**src/rtl/mod_dmem_port_if.sv**
```systemverilog
// mod_dmem_port_if: system request/response bus between the data-memory
// port (master) and the memory system (slave).
//   bus_reqcyc  : request beat valid (master -> slave)
//   bus_reqack  : request beat accepted (slave -> master)
//   bus_req     : address or write-data beat (master -> slave)
//   bus_reqtag  : {write bit, tag} of the request (master -> slave)
//   bus_respcyc : response beat valid (slave -> master)
//   bus_resptag : response tag (slave -> master)
//   bus_resp    : response data beat (slave -> master)
//   bus_respack : response beat consumed (master -> slave)
// TAG_W must match the TAG_W of the mod_dmem_port it is connected to.
interface mod_dmem_port_if #(
    parameter int TAG_W = 4
);
    logic               bus_reqcyc;
    logic               bus_reqack;
    logic [63:0]        bus_req;
    logic [TAG_W:0]     bus_reqtag;
    logic               bus_respcyc;
    logic [TAG_W:0]     bus_resptag;
    logic [63:0]        bus_resp;
    logic               bus_respack;

    modport master (
        output bus_reqcyc, bus_req, bus_reqtag, bus_respack,
        input  bus_reqack, bus_respcyc, bus_resptag, bus_resp
    );

    modport slave (
        input  bus_reqcyc, bus_req, bus_reqtag, bus_respack,
        output bus_reqack, bus_respcyc, bus_resptag, bus_resp
    );
endinterface

```
**src/rtl/mod_dmem_port.sv**
```systemverilog
// mod_dmem_port: data-memory access port behind the memory stage.
// Turns one load or store request into bus transactions:
//   loads  - line-aligned read, collect BEATS response beats, keep the
//            addressed 64-bit word, pulse o_load_done.
//   stores - address beat then data beat, hold o_store_opn until the
//            write acknowledge arrives.
// Ports:
//   i_clk, i_rst_n     : clock, asynchronous active-low reset
//   i_data_reqFlag     : load request level (sampled in IDLE)
//   i_store_reqFlag    : store request level (sampled in IDLE, wins over load)
//   i_req_addr         : byte address of the access
//   i_store_data       : store write data
//   o_load_buffer      : loaded word
//   o_load_done        : one-cycle pulse, o_load_buffer valid
//   o_store_opn        : high while a store is outstanding
//   o_mem_err          : sticky misalignment / timeout flag
//   bus                : request/response bus, master side
// BEATS must be a power of two and at least 2.
module mod_dmem_port #(
    parameter int BEATS   = 8,
    parameter int TAG_W   = 4,
    parameter int TIMEOUT = 1023
) (
    input  logic                 i_clk,
    input  logic                 i_rst_n,
    input  logic                 i_data_reqFlag,
    input  logic                 i_store_reqFlag,
    input  logic [63:0]          i_req_addr,
    input  logic [63:0]          i_store_data,
    output logic [63:0]          o_load_buffer,
    output logic                 o_load_done,
    output logic                 o_store_opn,
    output logic                 o_mem_err,
    mod_dmem_port_if.master      bus
);
    localparam logic [2:0] S_IDLE    = 3'd0;
    localparam logic [2:0] S_LD_REQ  = 3'd1;
    localparam logic [2:0] S_LD_RESP = 3'd2;
    localparam logic [2:0] S_ST_ADDR = 3'd3;
    localparam logic [2:0] S_ST_DATA = 3'd4;
    localparam logic [2:0] S_ST_ACK  = 3'd5;

    localparam int          BEAT_W    = $clog2(BEATS);
    localparam int          TMO_W     = $clog2(TIMEOUT + 1);
    localparam logic [63:0] LINE_MASK = 64'(BEATS * 8 - 1);

    logic [2:0]         r_state;
    logic [63:0]        r_addr;
    logic [63:0]        r_data;
    logic [63:0]        r_load_buffer;
    logic [TAG_W-1:0]   r_tag;
    logic [BEAT_W-1:0]  r_beat;
    logic [TMO_W-1:0]   r_tmo;
    logic               r_load_done;
    logic               r_store_opn;
    logic               r_mem_err;
    // Blocks IDLE for one cycle after a completion so a request flag the
    // memory stage has not yet dropped is not taken as a new request.
    logic               r_cooldown;

    logic               w_is_write;
    logic [TAG_W:0]     w_reqtag;
    logic               w_reqcyc;
    logic [63:0]        w_req;
    logic               w_resp_match;
    logic               w_respack;
    logic               w_progress;
    logic               w_timeout;
    logic [BEAT_W-1:0]  w_word_idx;

    assign w_is_write   = (r_state == S_ST_ADDR) || (r_state == S_ST_DATA) || (r_state == S_ST_ACK);
    assign w_reqtag     = {w_is_write, r_tag};
    assign w_reqcyc     = (r_state == S_LD_REQ) || (r_state == S_ST_ADDR) || (r_state == S_ST_DATA);
    // Only beats carrying the current tag (including the write bit) are
    // ours; anything else is left unacknowledged.
    assign w_resp_match = bus.bus_respcyc && (bus.bus_resptag == w_reqtag);
    assign w_respack    = w_resp_match && ((r_state == S_LD_RESP) || (r_state == S_ST_ACK));
    assign w_progress   = (w_reqcyc && bus.bus_reqack) || w_respack;
    assign w_timeout    = (r_tmo == TMO_W'(TIMEOUT));
    assign w_word_idx   = r_addr[BEAT_W+2:3];

    always_comb begin
        w_req = '0;
        case (r_state)
            S_LD_REQ:  w_req = r_addr & ~LINE_MASK;
            S_ST_ADDR: w_req = r_addr;
            S_ST_DATA: w_req = r_data;
            default:   w_req = '0;
        endcase
    end

    assign bus.bus_reqcyc  = w_reqcyc;
    assign bus.bus_req     = w_req;
    assign bus.bus_reqtag  = w_reqcyc ? w_reqtag : '0;
    assign bus.bus_respack = w_respack;

    assign o_load_buffer = r_load_buffer;
    assign o_load_done   = r_load_done;
    assign o_store_opn   = r_store_opn;
    assign o_mem_err     = r_mem_err;

    always_ff @(posedge i_clk or negedge i_rst_n) begin
        if (!i_rst_n) begin
            r_state       <= S_IDLE;
            r_addr        <= '0;
            r_data        <= '0;
            r_load_buffer <= '0;
            r_tag         <= '0;
            r_beat        <= '0;
            r_tmo         <= '0;
            r_load_done   <= 1'b0;
            r_store_opn   <= 1'b0;
            r_mem_err     <= 1'b0;
            r_cooldown    <= 1'b0;
        end else begin
            r_load_done <= 1'b0;
            r_cooldown  <= 1'b0;

            if (r_state == S_IDLE || w_progress || w_timeout)
                r_tmo <= '0;
            else
                r_tmo <= r_tmo + 1'b1;

            case (r_state)
                S_IDLE: begin
                    if (!r_cooldown && (i_store_reqFlag || i_data_reqFlag)) begin
                        if (i_req_addr[2:0] != 3'b000) begin
                            // Refuse the access; a waiting load still gets
                            // its completion pulse so the stage can move on.
                            r_mem_err  <= 1'b1;
                            r_cooldown <= 1'b1;
                            if (i_data_reqFlag) begin
                                r_load_done   <= 1'b1;
                                r_load_buffer <= '0;
                            end
                        end else if (i_store_reqFlag) begin
                            r_addr      <= i_req_addr;
                            r_data      <= i_store_data;
                            r_store_opn <= 1'b1;
                            r_state     <= S_ST_ADDR;
                        end else begin
                            r_addr  <= i_req_addr;
                            r_beat  <= '0;
                            r_state <= S_LD_REQ;
                        end
                    end
                end
                S_LD_REQ, S_LD_RESP: begin
                    if (r_state == S_LD_REQ && bus.bus_reqack) begin
                        r_state <= S_LD_RESP;
                    end else if (w_respack) begin
                        if (r_beat == w_word_idx)
                            r_load_buffer <= bus.bus_resp;
                        r_beat <= r_beat + 1'b1;
                        if (r_beat == BEAT_W'(BEATS - 1)) begin
                            r_load_done <= 1'b1;
                            r_tag       <= r_tag + 1'b1;
                            r_cooldown  <= 1'b1;
                            r_state     <= S_IDLE;
                        end
                    end else if (w_timeout) begin
                        // Advance the tag so a late line is never mistaken
                        // for the next request's data.
                        r_mem_err   <= 1'b1;
                        r_load_done <= 1'b1;
                        r_tag       <= r_tag + 1'b1;
                        r_cooldown  <= 1'b1;
                        r_state     <= S_IDLE;
                    end
                end
                S_ST_ADDR, S_ST_DATA, S_ST_ACK: begin
                    if (r_state == S_ST_ADDR && bus.bus_reqack) begin
                        r_state <= S_ST_DATA;
                    end else if (r_state == S_ST_DATA && bus.bus_reqack) begin
                        r_state <= S_ST_ACK;
                    end else if (w_respack || w_timeout) begin
                        if (w_timeout && !w_respack)
                            r_mem_err <= 1'b1;
                        r_store_opn <= 1'b0;
                        r_tag       <= r_tag + 1'b1;
                        r_cooldown  <= 1'b1;
                        r_state     <= S_IDLE;
                    end
                end
                default: r_state <= S_IDLE;
            endcase
        end
    end
endmodule

```
**src/flat_wrapper.sv**
```systemverilog
// flat-port wrapper written by rule: the top's interface ports become plain ports
module mod_dmem_port_flat 
#(
    parameter int BEATS   = 8,
    parameter int TAG_W   = 4,
    parameter int TIMEOUT = 1023
)
  (i_clk, i_rst_n, i_data_reqFlag, i_store_reqFlag, i_req_addr, i_store_data, o_load_buffer, o_load_done, o_store_opn, o_mem_err, bus_bus_reqcyc, bus_bus_req, bus_bus_reqtag, bus_bus_respack, bus_bus_reqack, bus_bus_respcyc, bus_bus_resptag, bus_bus_resp);
  mod_dmem_port_if #(.TAG_W(TAG_W)) bus_i ();
  input  logic i_clk;
  input  logic i_rst_n;
  input  logic i_data_reqFlag;
  input  logic i_store_reqFlag;
  input  logic [63:0] i_req_addr;
  input  logic [63:0] i_store_data;
  output logic [63:0] o_load_buffer;
  output logic o_load_done;
  output logic o_store_opn;
  output logic o_mem_err;
  output wire logic [$bits(bus_i.bus_reqcyc)-1:0] bus_bus_reqcyc;
  output wire logic [$bits(bus_i.bus_req)-1:0] bus_bus_req;
  output wire logic [$bits(bus_i.bus_reqtag)-1:0] bus_bus_reqtag;
  output wire logic [$bits(bus_i.bus_respack)-1:0] bus_bus_respack;
  input wire logic [$bits(bus_i.bus_reqack)-1:0] bus_bus_reqack;
  input wire logic [$bits(bus_i.bus_respcyc)-1:0] bus_bus_respcyc;
  input wire logic [$bits(bus_i.bus_resptag)-1:0] bus_bus_resptag;
  input wire logic [$bits(bus_i.bus_resp)-1:0] bus_bus_resp;
  assign bus_bus_reqcyc = bus_i.bus_reqcyc;
  assign bus_bus_req = bus_i.bus_req;
  assign bus_bus_reqtag = bus_i.bus_reqtag;
  assign bus_bus_respack = bus_i.bus_respack;
  assign bus_i.bus_reqack = bus_bus_reqack;
  assign bus_i.bus_respcyc = bus_bus_respcyc;
  assign bus_i.bus_resptag = bus_bus_resptag;
  assign bus_i.bus_resp = bus_bus_resp;
  mod_dmem_port #(.BEATS(BEATS), .TAG_W(TAG_W), .TIMEOUT(TIMEOUT)) u_core (.i_clk(i_clk), .i_rst_n(i_rst_n), .i_data_reqFlag(i_data_reqFlag), .i_store_reqFlag(i_store_reqFlag), .i_req_addr(i_req_addr), .i_store_data(i_store_data), .o_load_buffer(o_load_buffer), .o_load_done(o_load_done), .o_store_opn(o_store_opn), .o_mem_err(o_mem_err), .bus(bus_i));
endmodule
```
**config.mk**
```make
export PLATFORM = sky130hd
export DESIGN_NAME = mod_dmem_port_flat
export DESIGN_NICKNAME = d
export VERILOG_FILES = /design/src/rtl/mod_dmem_port_if.sv /design/src/rtl/mod_dmem_port.sv /design/src/flat_wrapper.sv
export SDC_FILE = /design/constraint.sdc
export NUM_CORES = 1
export LEC_CHECK = 0
export BUFFER_PORTS_ARGS = -buffer_cell sky130_fd_sc_hd__buf_4
export CAP_MARGIN = 20
export CORE_MARGIN = 4
export CORE_UTILIZATION = 32
export CTS_BUF_LIST = sky130_fd_sc_hd__clkbuf_2
export CTS_CLUSTER_DIAMETER = 50
export CTS_CLUSTER_SIZE = 40
export DETAILED_ROUTE_END_ITERATION = 6
export PLACE_DENSITY = 0.65
export REMOVE_ABC_BUFFERS = 1
export SYNTH_ARGS = -nofsm -noshare
export SYNTH_HDL_FRONTEND = slang
export SYNTH_SLANG_ARGS = --single-unit
```
**constraint.sdc**
```tcl
create_clock -name i_clk -period 3.4 [get_ports i_clk]
set_input_delay 0 -clock i_clk [delete_from_list [all_inputs] [get_ports i_clk]]
set_output_delay 0 -clock i_clk [all_outputs]
set_load 0.01 [all_outputs]
```
==> results of run 1 <==
==> through the flow <==
step	instances	area [um^2]	util, %	TNS, ns
2_1_floorplan	607	8880	-	-12.08
3_3_place_gp	1338	12100	43.3	0
3_5_place_dp	1338	12100	43.3	0
==> cell families after synthesis <==
group / after synthesis / share of synthesized area (%)
AND/OR/NAND/NOR: 71 / 4.44
multiplexers: 129 / 15.9
AO/OA/AOI/OAI: 165 / 15.3
flip-flops: 216 / 59.4
adder cells (fa/ha/maj): 4 / 0.550
XOR/XNOR: 18 / 1.73
buffers and inverters: 50 / 2.65
==> metrics.txt, run 1 <==
synthesized netlist cell count 653; leading post-synthesis cells by instance count 216 x dfrtp_1, 130 x a22o_1, 127 x mux2_2; Initial Utilization 32.6%; Post-CTS Setup Inserts 0; worst slack, placed 0.880 ns; Post-DP HPWL roughly 19 mm; PostCTS Resize Cnt 0; FFs w/ async S/R, synth 100%; Mapped Area just over 9000 um^2; Area contributors post-synth dfrtp_1 59%, mux2_2 16%, a22o_1 13%, clkbuf_1 1.4%, xnor2_1 1.2%; DIE HEIGHT between 150 and 200 um; I/O pins 341; top-count cell post-synth dfrtp_1; EDFF count, synth 0; Synth area leader dfrtp_1; Run Error [ERROR RSZ-0060] Max buffer count reached.; count of input and output buffers 340; cts bufs inserted 27; failing step 4_1_cts; CTS root buf clkbuf_2; TritonCTS sink count between 200 and 250; #FFs+latches synth ~220; status did not finish; Yosys top cell area share 59.4%; yosys synthesis warning count 0; register area share after synthesis approximately three fifths; GP Congestion between 0.8 and 0.9; Top FF cell, synth dfrtp_1; Max Root-Sink Buffers 3; Syn Area/Cell roughly 14 um^2; cts hold-fix bufs approximately 280; Die X roughly 180 um; Netlist cell types 53; num rows 61; H-Tree Level Count 1
==> run 2, diff against run 1 <==
- CORE_UTILIZATION: 32 -> 20
- CTS_BUF_LIST: sky130_fd_sc_hd__clkbuf_2 -> not set
- CTS_CLUSTER_DIAMETER: 50 -> not set
- CTS_CLUSTER_SIZE: 40 -> not set
- PLACE_DENSITY: 0.65 -> not set
- PLACE_DENSITY_LB_ADDON: not set -> 0.15
==> run 2 against run 1 <==
Against the previous run: area after synthesis stayed put; the run now ends clean; synthesized cell count stayed put.
==> metrics.txt, run 2 <==
Final Hold Viols 0; combinational family with the most area after synthesis multiplexers; wirelength, routed ~32 mm; combinational share of power 31.2%; Placed Cells 1550 (+16%); clk_skew between 0.03 and 0.04 ns; fin. max-slew vios 0; Die X 221 um (+25%); EDFF count, synth 0 (unchanged); drt initial violations 240; DIE HEIGHT 221 um (+25%); power per cell area between 600 and 700 nW/um^2; Area contributors post-synth dfrtp_1 59%, mux2_2 16%, a22o_1 13%, clkbuf_1 1.4%, xnor2_1 1.2%; Initial Utilization 20.4% (-12 points); Fin Hold WS 0.0632 ns; #FFs+latches synth 216 (unchanged); post-synthesis mux area share 15.9% (unchanged); TritonCTS sink count 216 (unchanged); Mapped Area 9110 um^2 (unchanged); vias per std cell approximately 4.2; XOR/XNOR Fraction of Synth Area 1.73% (unchanged); fill count between 4000 and 5000; Startpoint Class flip-flop; yosys synthesis warning count 0 (unchanged); part of the power in registers 37.2%; num rows 77 (+26%); core area around 45000 um^2; sw frac between 30 and 40%; Sw Pwr between 3 and 4 mW; Post-CTS Setup Inserts 0 (unchanged); CP Max Fanout 15; GRT Overall Usage around an eighth; DR WL/cell 17.8 um; synthesized netlist cell count 653 (unchanged); Yosys top cell area share 59.4% (unchanged); die area 49000 um^2; Syn Area/Cell 13.9 um^2 (unchanged); H-Tree Level Count 1 (unchanged); final routed DRC violation total 0; leading post-synthesis cells by instance count 216 x dfrtp_1, 130 x a22o_1, 127 x mux2_2; leakage 7.37 nW; Crit. End Element flip-flop; FFs w/ async S/R, synth 100% (unchanged); Setup Crit Path Kind flip-flop to flip-flop; Worst-Skew Late Latency 0.56 ns; Netlist cell types 53 (unchanged); Nets roughly 1400; unrepaired setup endpoints after global routing false; TritonCTS clock tree yes; status complete, no violations; Max Cap Viol 0; largest net degree at the start of global routing 84; Vias between 7000 and 8000; Clk network pwr share 31.6%; Post-Layout Cell Count between 1500 and 2000; worst min path class input pin to asynchronous set/reset pin; Post-DP HPWL 21.3 mm (+15%); Max Root-Sink Buffers 3 (unchanged); first-pass GRT wire length around 51 mm; leading cell type in the layout, fill and taps excluded buf_4; total power roughly 10 mW; ratio of cells with drive above 1 in the final layout between 40% and 50%; worst endpoint required time 3.81 ns; Detailed Routing Iterations Pass 1 4; Top FF cell, synth dfrtp_1; Least-Margin Pin Slew 0.964 ns; Worst-path clk slew 0.06 ns; Internal Power ~7.1 mW; count of input and output buffers 340 (unchanged); gr ovfl total 0; peak supply drop ~0.00041 V; register area share after synthesis 59.4% (unchanged); I/O pins 341 (unchanged); Layout area overhead 68.8%; Simple-Gate Fraction of Synth Area 4.44% (unchanged); Final period util a little over four fifths; GP Congestion 0.731 (-14%); number of global-route vias before repair 8603; Data arrival, critical path approximately 3.3 ns; commonest non-fill, non-tap cells in the layout 344 x buf_4, 216 x dfrtp_1, 200 x dlygate4sd3_1, 130 x a22o_1, 127 x mux2_2; Max-slew headroom 35.7%; cts bufs inserted 28 (+3.7%); CTS root buf clkbuf_16; max frequency 353 MHz; initial antenna violation count 2; top-count cell post-synth dfrtp_1; compound-gate portion of the synthesized area 15.3% (unchanged); Synth area leader dfrtp_1; Final Setup Violations 0; Post-Synth Adder-Cell Area 0.550% (unchanged); fin crit period approximately 2.8 ns; Routed Antenna Nets 0
-- run 2: path summary, 6_finish.rpt --
check | from | depth (start not counted) | slack (ns) | to
worst min-delay path | i_rst_n | 2 | 0.06 | u_core.r_data[27]$_DFFE_PN0P_
min in group i_clk | bus_bus_respcyc | 5 | 0.10 | u_core.r_beat[2]$_DFFE_PN0P_
worst max-delay path | u_core.r_state[0]$_DFFE_PN0P_ | 7 | 0.57 | u_core.r_state[1]$_DFFE_PN0P_
worst max register to register | u_core.r_state[0]$_DFFE_PN0P_ | 7 | 0.57 | u_core.r_state[1]$_DFFE_PN0P_
max in group asynchronous | i_rst_n | 3 | 2.51 | u_core.r_tag[3]$_DFFE_PN0P_
worst min register to register | u_core.r_addr[1]$_DFFE_PN0P_ | 1 | 0.49 | u_core.r_addr[1]$_DFFE_PN0P_
-- run 2: power by group through the flow --
stage	Combinational, mW	Sequential (mW)	Clock (mW)
final	3.19	3.81	3.23
after CTS	3.25	3.81	3.36
after floorplan	1.72	3.72	0
after global placement	2.99	3.84	0
after global routing	3.48	3.91	3.48
after detailed placement	3.01	3.85	0
-- run 2: worst max-delay path, stage by stage, from the launching register on --
cell,delay (ns)
dfrtp_1,0.55
nor4b_4,0.41
o211ai_2,0.17
or2_1,0.35
inv_1,0.16
mux2i_1,0.30
o311ai_0,0.18
dlygate4sd3_1,0.59
-- run 2: cell type report --
| type | count | area [um^2] | share of cell area [%] |
|---|---|---|---|
| repair buffers | 551 | 4720 | 30.7 |
| inverters | 4 | 15.0 | 0.0977 |
| flip-flops and latches | 216 | 5410 | 35.2 |
| diodes | 2 | 5.00 | 0.0326 |
| multi-input cells | 387 | 3490 | 22.7 |
| well taps | 592 | 741 | 4.82 |
| clock buffers | 35 | 778 | 5.06 |
| clock inverters | 13 | 221 | 1.44 |
-- run 2: per-stage QoR --
step	area, um^2	setup TNS [ns]	utilization (%)	worst slack [ns]
6_report	15400	0	34.5	0.568
5_1_grt	15400	0	34.5	0.404
4_1_cts	15400	0	34.5	0.544
3_5_place_dp	12400	0	27.7	0.859
3_3_place_gp	12400	0	27.7	0.870
2_1_floorplan	8880	-12.08	-	-0.189
-- run 2: kinds of logic after synthesis --
| kind of cell | count (synthesis) |
|---|---|
| flip-flops | 216 |
| AO/OA/AOI/OAI | 165 |
| multiplexers | 129 |
| AND/OR/NAND/NOR | 71 |
| buffers and inverters | 50 |
| XOR/XNOR | 18 |
| adder cells (fa/ha/maj) | 4 |
-- run 2: timing repair --
item,CTS,global route
hold buffers,200,0
gates resized for setup,0,0
hold endpoints to repair,352,0
-- run 2: metal layers --
layer	track usage, %	vias up	wire [um]
li1	-	3515	-
met1	15.3	3792	13200
met2	22.5	175	16200
met3	2.74	60	1500
met4	4.59	0	1170
met5	0	-	0
(Power assumes the default switching activity.)
==> run 3, diff against run 2 <==
- ABC_AREA: not set -> 1
- clock period: 3.4 -> 2.5 ns (I/O delays scaled with it)
==> run 3 against run 2 <==
Against the previous run: area after synthesis up 6.3%; critical endpoint is now bus_bus_req[9]; worst hold slack lost 0.0016 ns; routed wire length up 14%; global-route usage is 1.1 points higher; first-iteration DRC count rose by 63%; die area rose by 6.1%.
==> metrics.txt, run 3 <==
status complete, no violations; fin crit period 2.26 ns; H-Tree Level Count 1 (unchanged); gr ovfl total 0 (unchanged); fin. max-slew vios 0 (unchanged); core area 47800 um^2 (+7.3%); TritonCTS sink count 216 (unchanged); Setup Crit Path Kind flip-flop to output pin; Crit. End Element output pin; count of input and output buffers 340 (unchanged); largest net degree at the start of global routing 74 (-12%); Sw Pwr 6.64 mW (+110%); register area share after synthesis 55.8% (-3.5 points); number of global-route vias before repair 9864 (+15%); top-count cell post-synth nand2_1; Worst-Skew Late Latency 0.56 ns (about the same); Top FF cell, synth dfrtp_1; Synth area leader dfrtp_1; EDFF count, synth 0 (unchanged); Register Area 5410 um^2 (unchanged); ratio of cells with drive above 1 in the final layout 36.1% (-8.1 points); die area 52000 um^2 (+6.1%); area of the multi-input gates 3840 um^2 (+10%); Nets 1730 (+24%); power per cell area 1110 nW/um^2 (+67%); Final Setup Violations 0 (unchanged); Vias 8812 (+17%); leading cell type in the layout, fill and taps excluded nand2_1; vias per std cell 4.09 (-2.5%); CTS root buf clkbuf_16; #FFs+latches synth 216 (unchanged); Startpoint Class flip-flop; first-pass GRT wire length 58.2 mm (+14%); crit path buf inv count 3 (+1); Yosys top cell area share 55.8% (-3.5 points); yosys synthesis warning count 0 (unchanged); Final Hold Viols 0 (unchanged); DIE HEIGHT 228 um (+3.0%); cts bufs inserted 29 (+3.6%); Fin Hold WS 0.0616 ns (-0.00155 ns); unrepaired setup endpoints after global routing false; Post-DP HPWL 24.9 mm (+17%); Final period util 90.5%; Least-Margin Pin Slew 0.812 ns (-0.152 ns); DR WL/cell 16.9 um (-5.1%); Routed Antenna Nets 0 (unchanged); CP top delay family buffers and inverters; GRT Overall Usage 13.9% (+1.1 points); slowest stage delay, CP 0.45 ns (-0.14 ns); Layout area overhead 65.0%; Clk network pwr share 23.1% (-8.5 points); max frequency roughly 440 MHz; Max Cap Viol 0 (unchanged); Die X 228 um (+3.0%); num rows 80 (+3.9%); Internal Power 11.1 mW (+55%); crit path max-delay cell type dfrtp_1; Data arrival, critical path 2.26 ns (-0.99 ns); I/O pins 341 (unchanged); clk_skew 0.0181 ns (-0.0128 ns); Netlist cell types 30 (-43%); leakage 8.02 nW (+8.8%); Max Root-Sink Buffers 3 (unchanged); initial antenna violation count 2 (unchanged); Max-slew headroom 45.8% (+10 points); Detailed Routing Iterations Pass 1 4 (unchanged); worst endpoint required time 2.50 ns (-1.31 ns); worst-path cell chain nor2_2 > nand2_2 > inv_2 > buf_4 > a22o_1 > buf_4; Area contributors post-synth dfrtp_1 56%, nand2_1 15%, mux2_2 7.4%, a22o_1 5.5%, o21ai_2 5.4%; synthesized netlist cell count 980 (+50%); Worst-path clk slew 0.06 ns (about the same); fill count 4993 (+12%); worst min path class input pin to flip-flop; final routed DRC violation total 0 (unchanged); Mapped Area 9680 um^2 (+6.3%); FFs w/ async S/R, synth 100% (unchanged); leading post-synthesis cells by instance count 386 x nand2_1, 216 x dfrtp_1, 64 x mux2_2; Initial Utilization 20.2% (-0.17 points); wirelength, routed 36.5 mm (+14%); Syn Area/Cell 9.88 um^2 (-29%); part of the power in registers 33.6% (-3.6 points); peak supply drop 0.000527 V (+29%); Setup TNS 0 ns (unchanged); TritonCTS clock tree yes; commonest non-fill, non-tap cells in the layout 382 x nand2_1, 354 x buf_4, 216 x dfrtp_1, 197 x dlygate4sd3_1, 64 x mux2_2; CP dominant cell by count buf_4; GP Congestion 0.774 (+5.9%); sw frac 37.5% (+7.3 points); combinational share of power 43.3% (+12 points); drt initial violations 390 (+63%); CP Max Fanout 18 (+3)
## run 3: cell types whose count changed in the layout (fill, tap and decap cells not counted), sizes merged, moves of 16 or more
cell	change
buf	+16
o21ai	+69
a22o	-69
inv	+38
mux2	-63
nand2	+381
## run 3: power groups by stage
stage / Clock, mW / Sequential, mW / Combinational, mW
2_1_floorplan: 0 / 6.01 / 3.87
3_3_place_gp: 0 / 5.98 / 7.54
3_5_place_dp: 0 / 5.99 / 7.56
4_1_cts: 4.27 / 5.96 / 7.85
5_1_grt: 4.41 / 6.14 / 8.49
6_report: 4.09 / 5.95 / 7.67
## run 3: final timing paths
| kind | slack (ns) | cells after the start | start | end |
|---|---|---|---|---|
| worst min register to register | 0.46 | 1 | u_core.r_tmo[0]$_DFF_PN0_ | u_core.r_tmo[0]$_DFF_PN0_ |
| worst max-delay path | 0.24 | 6 | u_core.r_state[0]$_DFFE_PN0P_ | bus_bus_req[9] |
| worst min-delay path | 0.06 | 5 | i_store_reqFlag | u_core.r_state[1]$_DFFE_PN0P_ |
| worst max register to register | 0.38 | 9 | u_core.r_state[0]$_DFFE_PN0P_ | u_core.o_load_buffer[36]$_DFFE_PN0P_ |
| max in group asynchronous | 0.59 | 4 | i_rst_n | u_core.o_load_buffer[16]$_DFFE_PN0P_ |
| min in group asynchronous | 0.52 | 3 | i_rst_n | u_core.o_load_buffer[55]$_DFFE_PN0P_ |
## run 3: repair_timing
item,in CTS,in global routing
buffers inserted,0,0
endpoints found under the hold margin,413,0
endpoints found under the setup margin,24,0
gates resized for setup,1,0
hold buffers,197,0
## run 3: worst reg2reg max path, stage by stage (launching register included)
cell and delay (ns):
dfrtp_1 0.45, nor2_2 0.17, nand2_1 0.16, buf_4 0.20, o21ai_0 0.16, and3b_1 0.23, nand2_4 0.10, buf_12 0.33
nand2_1 0.16, o21ai_2 0.08
## run 3: kinds of logic after synthesis
family / share of synthesized area, %
compound gates: 12.1
xor+xnor: 0.724
fa+ha+maj: 0.517
buf+inv: 4.78
flops: 55.8
mux: 7.44
simple gates: 18.6
## run 3: layout make-up
type	instances	area share, %
sequential	216	33.8
inverter	42	0.987
antenna	1	0.0157
clock inverter	8	0.603
clock buffer	41	5.14
timing repair buffer	564	30.6
tap	615	4.82
multi-input combinational	670	24.0
## run 3: layer usage
metal / wire, um / global-route usage, % / vias up
met1: 15200 / 16.8 / 4258
li1: - / - / 4301
met5: 12 / 0 / -
met3: 1420 / 2.41 / 65
met2: 18900 / 25.4 / 186
met4: 971 / 4.06 / 2
## run 3: per-stage QoR
stage	cell area, um^2	setup WS [ns]	instances	total power, mW	utilization (%)
after detailed placement	13100	0.425	1910	13.5	27.3
after global routing	16000	0.0306	2157	19.0	33.4
after global placement	13100	0.441	1910	13.5	27.3
final	16000	0.238	2157	17.7	33.4
after CTS	16000	0.137	2156	18.1	33.4
after floorplan	9380	-1.56	928	9.89	-
